===== src/rtl/matmul_pkg.sv =====
// Shared types and constants for the two-client matrix-multiplier arbiter.
package matmul_pkg;

    typedef enum logic [1:0] {
        S_IDLE   = 2'd0,
        S_RUN    = 2'd1,
        S_FINISH = 2'd2,
        S_WAIT   = 2'd3
    } state_t;

    localparam int N_DEF  = 4;
    localparam int IW_DEF = 2;
    localparam int DW_DEF = 32;

    // Number of result elements produced by one N x N job.
    function automatic int nn_count(input int n);
        return n * n;
    endfunction

endpackage


===== src/rtl/matmul_rr_arb2.sv =====
// Two-way round-robin pick with a pointer register naming the preferred client.
module matmul_rr_arb2 (
    input  logic       clk,
    input  logic       rst,
    input  logic [1:0] i_req,
    input  logic       i_update,
    output logic [1:0] o_winner
);

    logic r_ptr;
    logic [1:0] w_winner;

    // Pointer client wins if it requests, otherwise the other requester.
    always_comb begin
        w_winner = 2'b00;
        if (r_ptr == 1'b0) begin
            if (i_req[0]) begin
                w_winner = 2'b01;
            end else if (i_req[1]) begin
                w_winner = 2'b10;
            end else begin
                w_winner = 2'b00;
            end
        end else begin
            if (i_req[1]) begin
                w_winner = 2'b10;
            end else if (i_req[0]) begin
                w_winner = 2'b01;
            end else begin
                w_winner = 2'b00;
            end
        end
    end

    // After each grant the pointer moves to the client that lost.
    always_ff @(posedge clk or negedge rst) begin
        if (!rst) begin
            r_ptr <= 1'b0;
        end else if (i_update) begin
            r_ptr <= (w_winner == 2'b01) ? 1'b1 : 1'b0;
        end else begin
            r_ptr <= r_ptr;
        end
    end

    assign o_winner = w_winner;

endmodule


===== src/rtl/matmul_arbiter.sv =====
// Shares one sequential matrix multiplier between two clients; buffers one result.
// Optional watchdog abort enabled by defining MATMUL_ARB_TIMEOUT_EN.
module matmul_arbiter
    import matmul_pkg::*;
#(
    parameter int N       = N_DEF,
    parameter int IW      = IW_DEF,
    parameter int DW      = DW_DEF,
    parameter int TIMEOUT = 1024
) (
    input  logic          clk,
    input  logic          rst,
    input  logic [1:0]    req,
    output logic [1:0]    gnt,
    output logic [1:0]    job_done,
    output logic          mul_start,
    input  logic          mul_done,
    input  logic [IW-1:0] mul_a_i,
    input  logic [IW-1:0] mul_a_j,
    input  logic [IW-1:0] mul_b_i,
    input  logic [IW-1:0] mul_b_j,
    output logic [DW-1:0] mul_a_in,
    output logic [DW-1:0] mul_b_in,
    output logic [IW-1:0] rd_a_i,
    output logic [IW-1:0] rd_a_j,
    output logic [IW-1:0] rd_b_i,
    output logic [IW-1:0] rd_b_j,
    input  logic [DW-1:0] c0_a_data,
    input  logic [DW-1:0] c0_b_data,
    input  logic [DW-1:0] c1_a_data,
    input  logic [DW-1:0] c1_b_data,
    input  logic [DW-1:0] mul_z_out,
    input  logic [IW-1:0] mul_z_i,
    input  logic [IW-1:0] mul_z_j,
    input  logic          mul_z_stb,
    output logic          mul_z_ack,
    output logic [1:0]    res_valid,
    input  logic [1:0]    res_ready,
    output logic [IW-1:0] res_i,
    output logic [IW-1:0] res_j,
    output logic [DW-1:0] res_data
`ifdef MATMUL_ARB_TIMEOUT_EN
    ,
    output logic          timeout_err
`endif
);

    localparam int CW = $clog2(N * N + 1);
    localparam logic [CW-1:0] NN = CW'(nn_count(N));

    state_t        r_state;
    state_t        w_next;
    logic [1:0]    r_gnt;
    logic [1:0]    r_job_done;
    logic          r_z_ack;
    logic          r_full;
    logic [DW-1:0] r_z_data;
    logic [IW-1:0] r_z_i;
    logic [IW-1:0] r_z_j;
    logic [CW-1:0] r_count;
    logic [1:0]    w_winner;
    logic          w_grant_take;
    logic          w_capture;
    logic          w_finish;
    logic          w_drain;
    logic          w_timeout;

    matmul_rr_arb2 u_arb (
        .clk      (clk),
        .rst      (rst),
        .i_req    (req),
        .i_update (w_grant_take),
        .o_winner (w_winner)
    );

    // State register.
    always_ff @(posedge clk or negedge rst) begin
        if (!rst) begin
            r_state <= S_IDLE;
        end else begin
            r_state <= w_next;
        end
    end

    // Next-state logic and per-cycle job control strobes.
    always_comb begin
        w_next       = r_state;
        w_grant_take = 1'b0;
        w_capture    = 1'b0;
        w_finish     = 1'b0;
        case (r_state)
            S_IDLE: begin
                if (req != 2'b00) begin
                    w_next       = S_RUN;
                    w_grant_take = 1'b1;
                end else begin
                    w_next = S_IDLE;
                end
            end
            S_RUN: begin
                // Ack is a one-cycle pulse, so a strobe seen during the ack is the old element.
                w_capture = mul_z_stb & ~r_full & ~r_z_ack & ~w_timeout;
                if (w_timeout) begin
                    w_next = S_WAIT;
                end else if (mul_done && (r_count == NN) && !r_full) begin
                    w_next   = S_FINISH;
                    w_finish = 1'b1;
                end else begin
                    w_next = S_RUN;
                end
            end
            S_FINISH: begin
                w_next = S_WAIT;
            end
            S_WAIT: begin
                if (!mul_done) begin
                    w_next = S_IDLE;
                end else begin
                    w_next = S_WAIT;
                end
            end
            default: begin
                w_next = S_IDLE;
            end
        endcase
    end

    assign w_drain = r_full & (|(r_gnt & res_ready));

    // Grant, job-done pulse, result holding register and result count.
    always_ff @(posedge clk or negedge rst) begin
        if (!rst) begin
            r_gnt      <= 2'b00;
            r_job_done <= 2'b00;
            r_z_ack    <= 1'b0;
            r_full     <= 1'b0;
            r_z_data   <= {DW{1'b0}};
            r_z_i      <= {IW{1'b0}};
            r_z_j      <= {IW{1'b0}};
            r_count    <= {CW{1'b0}};
        end else begin
            r_z_ack    <= w_capture;
            r_job_done <= w_finish ? r_gnt : 2'b00;
            if (w_grant_take) begin
                r_gnt <= w_winner;
            end else if ((r_state == S_FINISH) || w_timeout) begin
                r_gnt <= 2'b00;
            end else begin
                r_gnt <= r_gnt;
            end
            if (w_capture) begin
                r_full   <= 1'b1;
                r_z_data <= mul_z_out;
                r_z_i    <= mul_z_i;
                r_z_j    <= mul_z_j;
            end else if (w_drain || w_timeout) begin
                r_full <= 1'b0;
            end else begin
                r_full <= r_full;
            end
            if ((r_state == S_FINISH) || w_timeout) begin
                r_count <= {CW{1'b0}};
            end else if (w_capture) begin
                r_count <= r_count + CW'(1);
            end else begin
                r_count <= r_count;
            end
        end
    end

`ifdef MATMUL_ARB_TIMEOUT_EN
    localparam int WW = $clog2(TIMEOUT + 1);
    logic [WW-1:0] r_wd;
    logic          r_timeout_err;

    assign w_timeout = (r_state == S_RUN) && (r_wd == WW'(TIMEOUT - 1));

    // Watchdog counts RUN cycles since the job started or the last ack.
    always_ff @(posedge clk or negedge rst) begin
        if (!rst) begin
            r_wd          <= {WW{1'b0}};
            r_timeout_err <= 1'b0;
        end else begin
            r_timeout_err <= w_timeout;
            if (w_grant_take || r_z_ack || (r_state != S_RUN)) begin
                r_wd <= {WW{1'b0}};
            end else begin
                r_wd <= r_wd + WW'(1);
            end
        end
    end

    assign timeout_err = r_timeout_err;
`else
    assign w_timeout = 1'b0 && (TIMEOUT > 0);
`endif

    // Operand data comes from the granted client only.
    always_comb begin
        case (r_gnt)
            2'b01: begin
                mul_a_in = c0_a_data;
                mul_b_in = c0_b_data;
            end
            2'b10: begin
                mul_a_in = c1_a_data;
                mul_b_in = c1_b_data;
            end
            default: begin
                mul_a_in = {DW{1'b0}};
                mul_b_in = {DW{1'b0}};
            end
        endcase
    end

    assign rd_a_i    = mul_a_i;
    assign rd_a_j    = mul_a_j;
    assign rd_b_i    = mul_b_i;
    assign rd_b_j    = mul_b_j;
    assign gnt       = r_gnt;
    assign job_done  = r_job_done;
    assign mul_start = (r_state == S_RUN);
    assign mul_z_ack = r_z_ack;
    assign res_valid = r_full ? r_gnt : 2'b00;
    assign res_i     = r_z_i;
    assign res_j     = r_z_j;
    assign res_data  = r_z_data;

endmodule


===== config.mk =====
export PLATFORM = sky130hd
export DESIGN_NAME = matmul_arbiter
export DESIGN_NICKNAME = d
export VERILOG_FILES = /design/src/rtl/matmul_pkg.sv /design/src/rtl/matmul_rr_arb2.sv /design/src/rtl/matmul_arbiter.sv
export SDC_FILE = /design/constraint.sdc
export NUM_CORES = 1
export LEC_CHECK = 0
export BUFFER_PORTS_ARGS = -buffer_cell sky130_fd_sc_hd__buf_2
export CORE_AREA = 2 2 115 117
export DETAILED_ROUTE_END_ITERATION = 12
export DIE_AREA = 0 0 117 119
export PLACE_DENSITY = 0.68
export SLEW_MARGIN = 10
export SYNTH_ARGS = -nofsm -noshare
export SYNTH_HDL_FRONTEND = slang
export SYNTH_HIERARCHICAL = 1
export SYNTH_SLANG_ARGS = --single-unit

===== constraint.sdc =====
create_clock -name clk -period 2 [get_ports clk]
set_clock_uncertainty 0.05 [all_clocks]
set_input_delay 0.1 -clock clk [delete_from_list [all_inputs] [get_ports clk]]
set_output_delay 0.1 -clock clk [all_outputs]
set_load 0.02 [all_outputs]

======== After elaboration in Yosys (flattened, before gate mapping) ========
Cells that the tools add are included.
storage, ports and cells
  memories kept ........................... 0
  RAM bits ................................ 0
  output and inout bits ................... 116
  memory bits (read-only) ................. 0
  register bits ........................... 50
  latch bits .............................. 0
  logic and storage cells ................. 58
cells by class
  multiplexer cells ....................... 25
  shift operators ......................... 0
  add/subtract/negate cells ............... 1
  multipliers ............................. 0
  order comparisons ....................... 0
  bitwise operators ....................... 6
  eq/ne operators ......................... 7
  div/mod/pow operators ................... 0
  reduce and logical (&&, ||, !) cells .... 9
operator list
  operator                                        number
  case mux 32 bit (2 select lines)                2
  two-way mux 2 bit                               10
  two-way mux 1 bit                               10
  two-way mux 5 bit                               2
  case mux 2 bit (4 select lines)                 1
  nonzero test 2 bit                              4
  == test 2 x 1 -> 1 bit (second input constant)  3
  == test 2 bit (second input constant)           3
  adder 5 x 1 -> 5 bit (second input constant)    1
  == test 5 bit (second input constant)           1
  bitwise AND 1 bit                               3
  bitwise AND 2 bit                               1
  logical AND 1 bit                               2
  logical NOT 2 bit                               1
  inverter 1 bit                                  2
  OR reduction 2 bit                              1
  logical NOT 1 bit                               1

======== Logic depth before layout (Yosys ltp) ========
Gate-level depths: netlist of run 1.
  depth after elaboration ................. 6
  depth in mapped cells ................... 6

======== Hierarchy ========
The synthesis of run 1 kept the hierarchy.
by module, submodules not included
  module          cells each  instances  area an instance (µm²)
  matmul_arbiter  299         1          3,010.4
  matmul_rr_arb2  5           1          62.6

======== Least setup slack after synthesis of run 1 ========
Ideal clock, no wire load.
  kind .................................... register -> output
  from .................................... reg r_gnt[0] (netlist: gnt[0])
  to ...................................... out mul_a_in[21]
  arrival ................................. 1.683 ns
  stages on the path, launching flop included .. 7
  slack ................................... 0.167 ns
  data required time ...................... 1.850 ns
  cell sequence ........................... dfrtp_1 inv_1 ha_1 clkbuf_1 clkbuf_1 a22oi_1 nor2_1
between the ends
  longest elaborated chain between the ends .. 2
RTL lines
  what                                                     RTL line               source
  start, declared                                          matmul_arbiter.sv:53   logic [1:0] r_gnt;
  start signal, assigned                                   matmul_arbiter.sv:145  r_gnt <= w_winner;
  start signal, assigned                                   matmul_arbiter.sv:149  r_gnt <= r_gnt;
  == test 2 bit or == test 2 x 1 -> 1 bit (tied branches)  matmul_arbiter.sv:200  case (r_gnt)
  case mux 32 bit (2 select lines) (*)                     matmul_arbiter.sv:200
  end, declared                                            matmul_arbiter.sv:22   output logic [DW-1:0] mul_a_in,
Every way passes the cells marked *; elsewhere a longest branch is shown, timed or not.

======== Worst setup path after layout of run 1 ========
  from .................................... reg r_gnt[0] (netlist: gnt[0])
  to ...................................... out mul_b_in[2]
between the ends
  longest elaborated chain between the ends .. 2
RTL lines
  what                                                     RTL line               source
  == test 2 bit or == test 2 x 1 -> 1 bit (tied branches)  matmul_arbiter.sv:200
  case mux 32 bit (2 select lines) (*)                     matmul_arbiter.sv:200
  end, declared                                            matmul_arbiter.sv:23   output logic [DW-1:0] mul_b_in,
Marked as above.

==> impl_results.md, run 1 <==
- Status: finished clean
- Register bit total from synthesis: 50
- Post-synth top area cell: dfrtp_1
- Worst setup margin: a little under 0.1 ns
- Setup crit end kind: output port
- Clock sinks: 50
- Gp weighted congestion: 0.7837
- Most frequent cells in the layout: buf_2, a22oi_1, nor2_1, dfrtp_1, mux2_4
- Post-synthesis sequential area ratio: about two fifths
- FP Rows: 42
- Hold Path Origin: mul_z_out[9]
- Final hold viol count: 0
- RSZ-0062 raised after global routing: true
- Worst hold-check path type: input pin to register
- CTS Buf Count: 5
- Worst EP arrival: about 1.8 ns
- FILL cells: between 1000 and 1500
- Avg Vias per Cell: roughly 4.5
- Worst Tran Pin Value: 0.5353 ns
- Yosys top cell area share: a little over 40%
- Total grt overflow: 0
- Largest cells by area after synthesis: dfrtp_1, mux2_4, a22oi_1, nor2_1, buf_4
- Power Density: between 1500 and 2000 nW/um^2
- 1st-iter DRT viols: between 200 and 250
- Crit Path Max Fanout: 32
- Syn nets: between 400 and 500
- Vias: 3464
- Port Buffer Count: 279
- Pin count of the biggest net entering global routing: 65
- Share of layout cells above drive strength 1: 58.40%
- Post-Synthesis Cells: 304
- Initial antenna violation count: 0
- GR peak layer: met2
- Chip width: ~120 um
- DIE AREA: 13920 um^2
- Pleak: 2.749 nW
- Worst EP required: approximately 1.9 ns
- I/O pin count: about 300
- Post-route DRC: 0
- Clk Latency, worst-skew pair: 0.28 ns
- Synth warn: 6
- Core Box Area: about 13000 um^2
- Pwr Total: 8.072 mW
- Clock transition at the registers of the reported paths: roughly 0.07 ns
- R2R Path Start: r_full$_DFFE_PN0P_
- Netlist cell types: 34
- Worst slack at placement: 0.1769 ns
- Avg Inst Size Synth: 10.11 um^2
- Register area: between 1000 and 1500 um^2
- FMAX: 0.5257 GHz
- Met2 GRT Util: about a quarter
- Multi-input logic area: about 1600 um^2
- Post-Route WL: approximately 12000 um
- Synth-to-layout area growth: 65.59%
- Met3 Use GR: around 4.7%
- DR WL/cell: roughly 16 um
- Diodes inserted: 0
- Vias in the first global route: approximately 3200
- TritonCTS clock tree: yes
- Initial Util: 23.87%
- Crit Path Class: register to output port
- Fin crit share: a little over nine tenths
- Min Tclk post-route: 1.902 ns
- Cell area after synthesis: just over 3000 um^2
- Die Span Y: roughly 120 um
- Max IR drop VDD: approximately 0.72 mV
- Worst slew margin: about 64%
- Max cap viols: 0
- Max Root-Sink Buffers: 2
- Crit start category: register
- Post-route ant nets: 0
- Core Util, Final: 39.52%
- CP startpoint: gnt[0]$_DFFE_PN0P_
- DRT Pass-1 Iters: 5
- Gr usage total: 15.69%
- First-pass GRT wire length: about 17000 um
- DP Wirelength: 9497 um
- Grt met1 use: between 20% and 30%
- Most common cell after layout, fill and taps aside: buf_2
- # setup viols final: 0
- Max-slew violations: 0
- Nets: 772
- Total setup buffers inserted after CTS: 0
- H-tree levels: 2
- Clock Tree Root: clkbuf_16
[area by class of cell]
type | count | share of cell area, %
well taps | 176 | 4.328
clock buffers | 7 | 2.606
multi-input cells | 211 | 31.94
repair buffers | 312 | 35.31
inverters | 8 | 0.5901
clock inverters | 1 | 0.5901
flip-flops and latches | 50 | 24.64
[where the power goes]
part	leakage (nW)	total, mW	switching (mW)	internal [mW]
logic	2.07	5.31	3.04	2.27
registers	0.598	1.81	0.321	1.49
clock network	0.0781	0.951	0.359	0.592
total	2.75	8.07	3.72	4.36
[metal layers]
layer / part of all wire (%) / up-vias
li1: - / 1653
met1: 41 / 1642
met2: 48 / 159
met3: 10 / 10
met4: 1.2 / 0
met5: 0 / -
[kinds of logic (layout without fill, tap and decap cells)]
kind of cell	Yosys count	in the layout	synth area share (%)
compound gates	81	81	19.75
mux	37	37	17.96
xor+xnor	1	1	0.2851
simple gates	88	88	12.38
flops	50	50	40.72
fa+ha+maj	4	4	1.629
buf+inv	43	328	7.288
[timing repair]
action / 4_1_cts / 5_1_grt
setup endpoints to repair: 41 / 17
hold endpoints to repair: 38 / 2
gates cloned: 0 / 2
hold buffers: 17 / 2
resized for setup: 2 / 4
pin swaps: 0 / 1
[worst max-delay path, stage by stage (launching register included)]
cell and delay [ns]:
dfrtp_2 0.43, inv_1 0.10, ha_4 0.20, buf_16 0.17, a22oi_1 0.31, nor2_1 0.07, buf_2 0.16
[flip-flops by register name (all words and copies together), names as in the netlist, 2 cells and up]
register,flops
gnt,2
job_done,2
r_count,5
r_state,2
res_data,32
res_i,2
res_j,2
[stage by stage]
stage / instances / TNS (ns) / hold slack, ns / cell area [um^2]
2_1_floorplan: 304 / 0 / -0.2456 / 3073
3_3_place_gp: 736 / 0 / 0.05903 / 4653
3_5_place_dp: 736 / 0 / 0.06746 / 4653
4_1_cts: 761 / 0 / 0.0001827 / 4997
5_1_grt: 765 / -0.02955 / 0.001317 / 5089
6_report: 765 / 0 / 0.006009 / 5089
[path summary, 6_finish.rpt]
check                                      endpoint  slack [ns]  cells after the start
min                         res_data[9]$_DFFE_PN0P_       0.006                      2
max in group asynchronous  res_data[15]$_DFFE_PN0P_        1.08                      3
max reg2reg                res_data[31]$_DFFE_PN0P_        0.15                      4
min in group asynchronous  res_data[28]$_DFFE_PN0P_        0.29                      2
max                                     mul_b_in[2]         0.1                      6
min reg2reg                 res_data[5]$_DFFE_PN0P_        0.46                      1
[Yosys cell counts]
library cell and n:
a21boi_0 1, a21boi_1 1, a21boi_2 1, a21o_1 2
a22o_1 2, a22oi_1 65, and2_1 2, buf_1 8
buf_2 2, buf_4 8, buf_6 4, clkbuf_1 13
dfrtp_1 50, ha_1 4, inv_1 8, mux2_2 1
mux2_4 36, nand2_1 3, nand2b_1 2, nand3_1 2
nand3b_1 1, nor2_1 66, nor2b_1 1, nor3_1 3
nor4_1 3, o211ai_1 4, o21ai_0 3, o31ai_1 2
or2_1 1, or2b_1 1, or3b_1 1, or3b_2 1
or4_1 1, xor2_1 1
(Power assumes the default switching activity.)
==> run 2, diff against run 1 <==
--- a/config.mk
+++ b/config.mk
@@ -9,6 +9,7 @@
 export CORE_AREA = 2 2 115 117
 export DETAILED_ROUTE_END_ITERATION = 12
 export DIE_AREA = 0 0 117 119
+export GPL_TIMING_DRIVEN = 0
 export PLACE_DENSITY = 0.68
 export SLEW_MARGIN = 10
 export SYNTH_ARGS = -nofsm -noshare
==> impl_results.md, run 2 (synthesis gave the netlist of run 1 again) <==
- Status: finished clean
- Nets: 812 (+5.2%)
- Post-Route WL: 12660 um (+3.4%)
- Final hold viol count: 0 (unchanged)
- Worst EP required: 1.85 ns (about the same)
- I/O pin count: 296 (unchanged)
- FMAX: 0.5199 GHz (-1.1%)
- Worst slew margin: 56.54% (-7.8 points)
- CTS Buf Count: 5 (unchanged)
- Critical Path Sink: mul_a_in[8]
- Clock Tree Root: clkbuf_16
- DRT Pass-1 Iters: 5 (unchanged)
- Initial Util: 23.87% (unchanged)
- H-tree levels: 2 (unchanged)
- Largest register FFs: 32 (unchanged)
- Crit-path slowest cell: dfrtp_2
- DP Wirelength: 10060 um (+6.0%)
- Net Sw Frac: 47.36% (+1.3 points)
- DR WL/cell: 15.69 um (-2.0%)
- Worst hold-check path type: input pin to register
- Crit Path Class: register to output port
- Max cap viols: 0 (unchanged)
- Share of layout cells above drive strength 1: 59.30% (+0.90 points)
- R2r setup slk: 0.09 ns (-0.06 ns)
- Most frequent cells in the layout: buf_2, nor2_1, a22oi_1, dfrtp_1, mux2_4
- Share of total power in the clock network: 11.2% (-0.6 points)
- Pwr Total: 7.970 mW (-1.3%)
- Chip width: 117 um (unchanged)
- Max-slew violations: 0 (unchanged)
- Most common cell after layout, fill and taps aside: buf_2
- Setup crit end kind: output port
- Initial antenna violation count: 2 (+2)
- Gp weighted congestion: 0.8152 (+4.0%)
- Clock sinks: 50 (unchanged)
- Pin count of the biggest net entering global routing: 51 (-22%)
- Crit start category: register
- DIE AREA: 13920 um^2 (unchanged)
- Reg2reg path depth: 5 (+1)
- Post-route ant nets: 0 (unchanged)
- R2r endpoint: res_data[3]$_DFFE_PN0P_
- Vias: 3599 (+3.9%)
- Worst EP arrival: 1.77 ns (+0.02 ns)
- First-pass GRT wire length: 18050 um (+6.1%)
- Gr usage total: 16.86% (+1.2 points)
- Total grt overflow: 0 (unchanged)
- P_sw: 3.775 mW (+1.6%)
- Max IR drop VDD: 0.4879 mV (-32%)
- Worst Tran Pin Value: 0.6519 ns (+0.1166 ns)
- Synth-to-layout area growth: 72.11%
- TritonCTS clock tree: yes
- CP startpoint: gnt[0]$_DFFE_PN0P_
- Crit Path Max Fanout: 10 (-69%)
- Part of the power in registers: 22.6% (+0.2 points)
- RSZ-0062 raised after global routing: true
- Core Box Area: 12870 um^2 (unchanged)
- Port Buffer Count: 287 (+2.9%)
- Cells along the critical path: inv_1, ha_4, clkbuf_4, a22oi_1, nor2_2, buf_4
- Max Root-Sink Buffers: 2 (unchanged)
- R2R Path Start: r_state[1]$_DFF_PN0_
- Clock transition at the registers of the reported paths: 0.07 ns (about the same)
- 1st-iter DRT viols: 211 (-0.94%)
- Pleak: 2.880 nW (+4.8%)
- Die Span Y: 119 um (unchanged)
- Power Internal: 4.195 mW (-3.7%)
- FP Rows: 42 (unchanged)
- Min Tclk post-route: 1.923 ns (+0.02111 ns)
- Clk Latency, worst-skew pair: 0.29 ns (about the same)
- Power Density: 1507 nW/um^2 (-5.0%)
- Vias in the first global route: 3461 (+9.1%)
- Worst slack at placement: -0.2113 ns (-0.3882 ns)
- Post-route DRC: 0 (unchanged)
- Comb pwr share: 66.2% (+0.4 points)
- Avg Vias per Cell: 4.460 (-1.5%)
- Fin crit share: 96.17% (+1.1 points)
- # setup viols final: 0 (unchanged)
- Largest stage delay on the critical path: 0.46 ns (+0.03 ns)
- Worst setup margin: 0.07660 ns (-0.02111 ns)
-- run 2: critical path, delay by kind of cell, from the launching register on --
family | cells | cell delay (ns)
compound gates | 1 | 0.11
simple gates | 1 | 0.17
fa+ha+maj | 1 | 0.22
buf+inv | 3 | 0.52
flops | 1 | 0.46
-- run 2: timing repair --
item / 4_1_cts / 5_1_grt
endpoints found under the hold margin: 29 / 52
hold buffers: 29 / 3
buffers inserted: 0 / 1
pin swaps: 0 / 1
setup endpoints to repair: 64 / 37
resized for setup: 24 / 17
-- run 2: layer usage --
metal / vias up / part of all wire, % / track usage (%)
li1: 1740 / - / -
met1: 1675 / 41 / 21.76
met2: 161 / 47 / 27.20
met3: 21 / 9.9 / 5.089
met4: 2 / 2.0 / 4.706
met5: - / 0.063 / 0
-- run 2: area by class of cell --
| type | count | area (um^2) |
|---|---|---|
| antenna | 2 | 5.005 |
| buffer | 32 | 225.2 |
| clock buffer | 6 | 138.9 |
| clock inverter | 2 | 16.27 |
| fill | 1283 | 7586 |
| inverter | 8 | 30.03 |
| multi-input combinational | 211 | 1630 |
| sequential | 50 | 1254 |
| tap | 176 | 220.2 |
| timing repair buffer | 320 | 1769 |
-- run 2: worst min path at each step --
stage / to / startpoint / slack (ns) / cells after the start
after floorplan: gnt[0]$_DFFE_PN0P_ / rst / -0.25 / 0
after CTS: res_data[16]$_DFFE_PN0P_ / mul_z_out[16] / 0.0002 / 2
final: res_j[0]$_DFFE_PN0P_ / mul_z_j[0] / 0.006 / 2
after detailed placement: res_data[21]$_DFFE_PN0P_ / mul_z_out[21] / 0.28 / 2
after global placement: res_data[5]$_DFFE_PN0P_ / mul_z_out[5] / 0.28 / 2
after global routing: res_data[11]$_DFFE_PN0P_ / mul_z_out[11] / 0.008 / 2
-- run 2: power groups by stage --
stage          logic, mW  clock network [mW]  registers [mW]
2_1_floorplan       2.90                   0            2.27
5_1_grt             5.71               0.961            1.87
3_5_place_dp        5.03                   0            1.80
3_3_place_gp        5.01                   0            1.78
6_report            5.28               0.891            1.80
4_1_cts             5.22               0.917            1.81
-- run 2: metrics by stage --
step                      TNS, ns  area (um^2)  cells  hold slack, ns  utilization, %
after detailed placement   -6.979         4730    767          0.2839           36.73
after global placement     -5.847         4730    767          0.2814           36.73
final                           0         5289    807        0.005514           41.08
after global routing      -0.3191         5286    806        0.008057           41.06
after CTS                       0         5215    801       0.0001721           40.51
after floorplan                 0         3073    304         -0.2456               -
==> run 3, diff against run 2 <==
--- a/config.mk
+++ b/config.mk
@@ -6,11 +6,12 @@
 export NUM_CORES = 1
 export LEC_CHECK = 0
 export BUFFER_PORTS_ARGS = -buffer_cell sky130_fd_sc_hd__buf_2
-export CORE_AREA = 2 2 115 117
+export CORE_AREA = 2 2 114 116
 export DETAILED_ROUTE_END_ITERATION = 12
-export DIE_AREA = 0 0 117 119
+export DIE_AREA = 0 0 116 118
 export GPL_TIMING_DRIVEN = 0
 export PLACE_DENSITY = 0.68
+export RECOVER_POWER = 100
 export SLEW_MARGIN = 10
 export SYNTH_ARGS = -nofsm -noshare
 export SYNTH_HDL_FRONTEND = slang
==> impl_results.md, run 3 (synthesis gave the netlist of run 1 again) <==
- Max cap viols: 0 (unchanged)
- Avg Vias per Cell: 4.460 (about the same)
- H-tree levels: 2 (unchanged)
- Crit Path Max Fanout: 10 (unchanged)
- Most common cell after layout, fill and taps aside: buf_2
- Synth-to-layout area growth: 68.65%
- Status: finished with violations
- Clock transition at the registers of the reported paths: 0.07 ns (about the same)
- Final hold viol count: 1 (+1)
- Clock sinks: 50 (unchanged)
- Core Box Area: 12410 um^2 (-3.6%)
- Post-Route WL: 13480 um (+6.4%)
- First-pass GRT wire length: 19280 um (+6.8%)
- Gr usage total: 18.41% (+1.6 points)
- Pleak: 2.607 nW (-9.5%)
- Total grt overflow: 0 (unchanged)
- RSZ-0062 raised after global routing: false
- Crit-path slowest cell: dfrtp_2
- Final instance area: 5182 um^2 (-2.0%)
- Worst path top cell family by delay: buffers and inverters
- Post-Place Cell Area: 4725 um^2 (-0.11%)
- Fin crit share: 96.93% (+0.76 points)
- Clock Tree Root: clkbuf_16
- Post-route ant nets: 0 (unchanged)
- Max-slew violations: 0 (unchanged)
- 1st-iter DRT viols: 177 (-16%)
- Crit Path Class: register to output port
- Clk Latency, worst-skew pair: 0.29 ns (about the same)
- I/O pin count: 296 (unchanged)
- Pin count of the biggest net entering global routing: 51 (unchanged)
- Worst EP required: 1.85 ns (about the same)
- Worst hold-check path type: input pin to register
- Most frequent cells in the layout: buf_2, nor2_1, a22oi_1, clkbuf_2, clkbuf_1
- FMAX: 0.5158 GHz (-0.78%)
- Worst Tran Pin Value: 1.228 ns (+0.5756 ns)
- DR WL/cell: 16.68 um (+6.3%)
- Post-route insts no fill: 808 (+0.12%)
- Initial Util: 24.75% (+0.89 points)
- DP Wirelength: 10940 um (+8.7%)
- Vias in the first global route: 3537 (+2.2%)
- Max Root-Sink Buffers: 2 (unchanged)
- Vias: 3604 (+0.14%)
- Worst EP arrival: 1.79 ns (+0.02 ns)
- Die Span Y: 118 um (-0.84%)
- Total negative slack: 0 ns (unchanged)
- TritonCTS clock tree: yes
- Cells along the critical path: ha_4, buf_4, clkbuf_8, a22oi_2, nor2_1, buf_2
- Max IR drop VDD: 0.6264 mV (+28%)
- DIE AREA: 13690 um^2 (-1.7%)
- Min Tclk post-route: 1.939 ns (+0.01519 ns)
- WP buf/inv: 3 (unchanged)
- Gp weighted congestion: 0.8693 (+6.6%)
- Largest stage delay on the critical path: 0.45 ns (about the same)
- FP Rows: 41 (-2.4%)
- Chip width: 116 um (-0.85%)
- Placed cell count: 763 (-0.52%)
- FILL cells: 1326 (+3.4%)
- CTS Buf Count: 5 (unchanged)
- Power Density: 1493 nW/um^2 (-0.95%)
- Failing checks: negative hold slack
- Share of layout cells above drive strength 1: 48.35% (-11 points)
- Nets: 819 (+0.86%)
- Setup crit end kind: output port
- Final hold slack: -0.002817 ns (-0.008331 ns)
- Worst slew margin: 18.16% (-38 points)
- Port Buffer Count: 287 (unchanged)
- Post-route DRC: 0 (unchanged)
- # setup viols final: 0 (unchanged)
- Largest register FFs: 32 (unchanged)
- Crit start category: register
- DRT Pass-1 Iters: 4 (-1)
- Initial antenna violation count: 1 (-1)
==> run 3: final timing paths <==
path                                               start                       end  slack [ns]  cells after the start
max in group asynchronous                            rst        gnt[1]$_DFFE_PN0P_        0.52                      2
min in group asynchronous                            rst   res_data[0]$_DFFE_PN0P_        0.56                      2
worst max-delay path                  gnt[1]$_DFFE_PN0P_              mul_a_in[26]        0.06                      6
worst min register to register  res_data[23]$_DFFE_PN0P_  res_data[23]$_DFFE_PN0P_        0.45                      1
worst min-delay path                       mul_z_out[30]  res_data[30]$_DFFE_PN0P_      -0.003                      2
worst max register to register      r_state[1]$_DFF_PN0_  res_data[25]$_DFFE_PN0P_        0.08                      5
==> run 3: layout make-up <==
type / count / area, um^2 / area share, %
Multi-Input combinational cell: 211 / 1562 / 30.13
Antenna cell: 1 / 2.502 / 0.04829
Tap cell: 172 / 215.2 / 4.153
Inverter: 8 / 30.03 / 0.5794
Sequential cell: 50 / 1254 / 24.19
Clock inverter: 2 / 13.76 / 0.2656
Buffer: 32 / 234.0 / 4.515
Clock buffer: 5 / 125.1 / 2.414
Timing Repair Buffer: 327 / 1747 / 33.70
==> run 3: layer usage <==
layer	up-vias	GRT usage, %	routed length (um)
met3	19	3.862	1012
met5	-	0	0
li1	1750	-	-
met1	1672	19.81	5017
met2	163	34.76	7057
met4	0	6.399	388
==> run 3: stage by stage <==
stage / power [mW] / hold WS, ns / util, % / setup WS [ns]
final: 7.736 / -0.002817 / 41.75 / 0.06141
after global routing: 8.285 / -0.01206 / 41.75 / 0.002185
after CTS: 8.019 / 0.0003345 / 42.09 / -0.01056
after detailed placement: 6.926 / 0.2843 / 38.06 / -0.5380
after global placement: 6.870 / 0.2811 / 38.06 / -0.5157
after floorplan: 5.172 / -0.2456 / - / 0.1671
==> run 3: repair_timing <==
action / CTS / global route
setup buffers: 0 / 9
hold endpoints to repair: 29 / 51
gates resized for setup: 30 / 17
setup endpoints to repair: 64 / 57
pin swaps: 1 / 2
hold buffers: 29 / 2
==> run 3: report_power, final <==
| part | internal, mW | switching (mW) | leakage [nW] | total (mW) |
|---|---|---|---|---|
| Clock | 0.459 | 0.359 | 0.0701 | 0.818 |
| Sequential | 1.49 | 0.314 | 0.598 | 1.80 |
| Combinational | 1.94 | 3.17 | 1.94 | 5.12 |
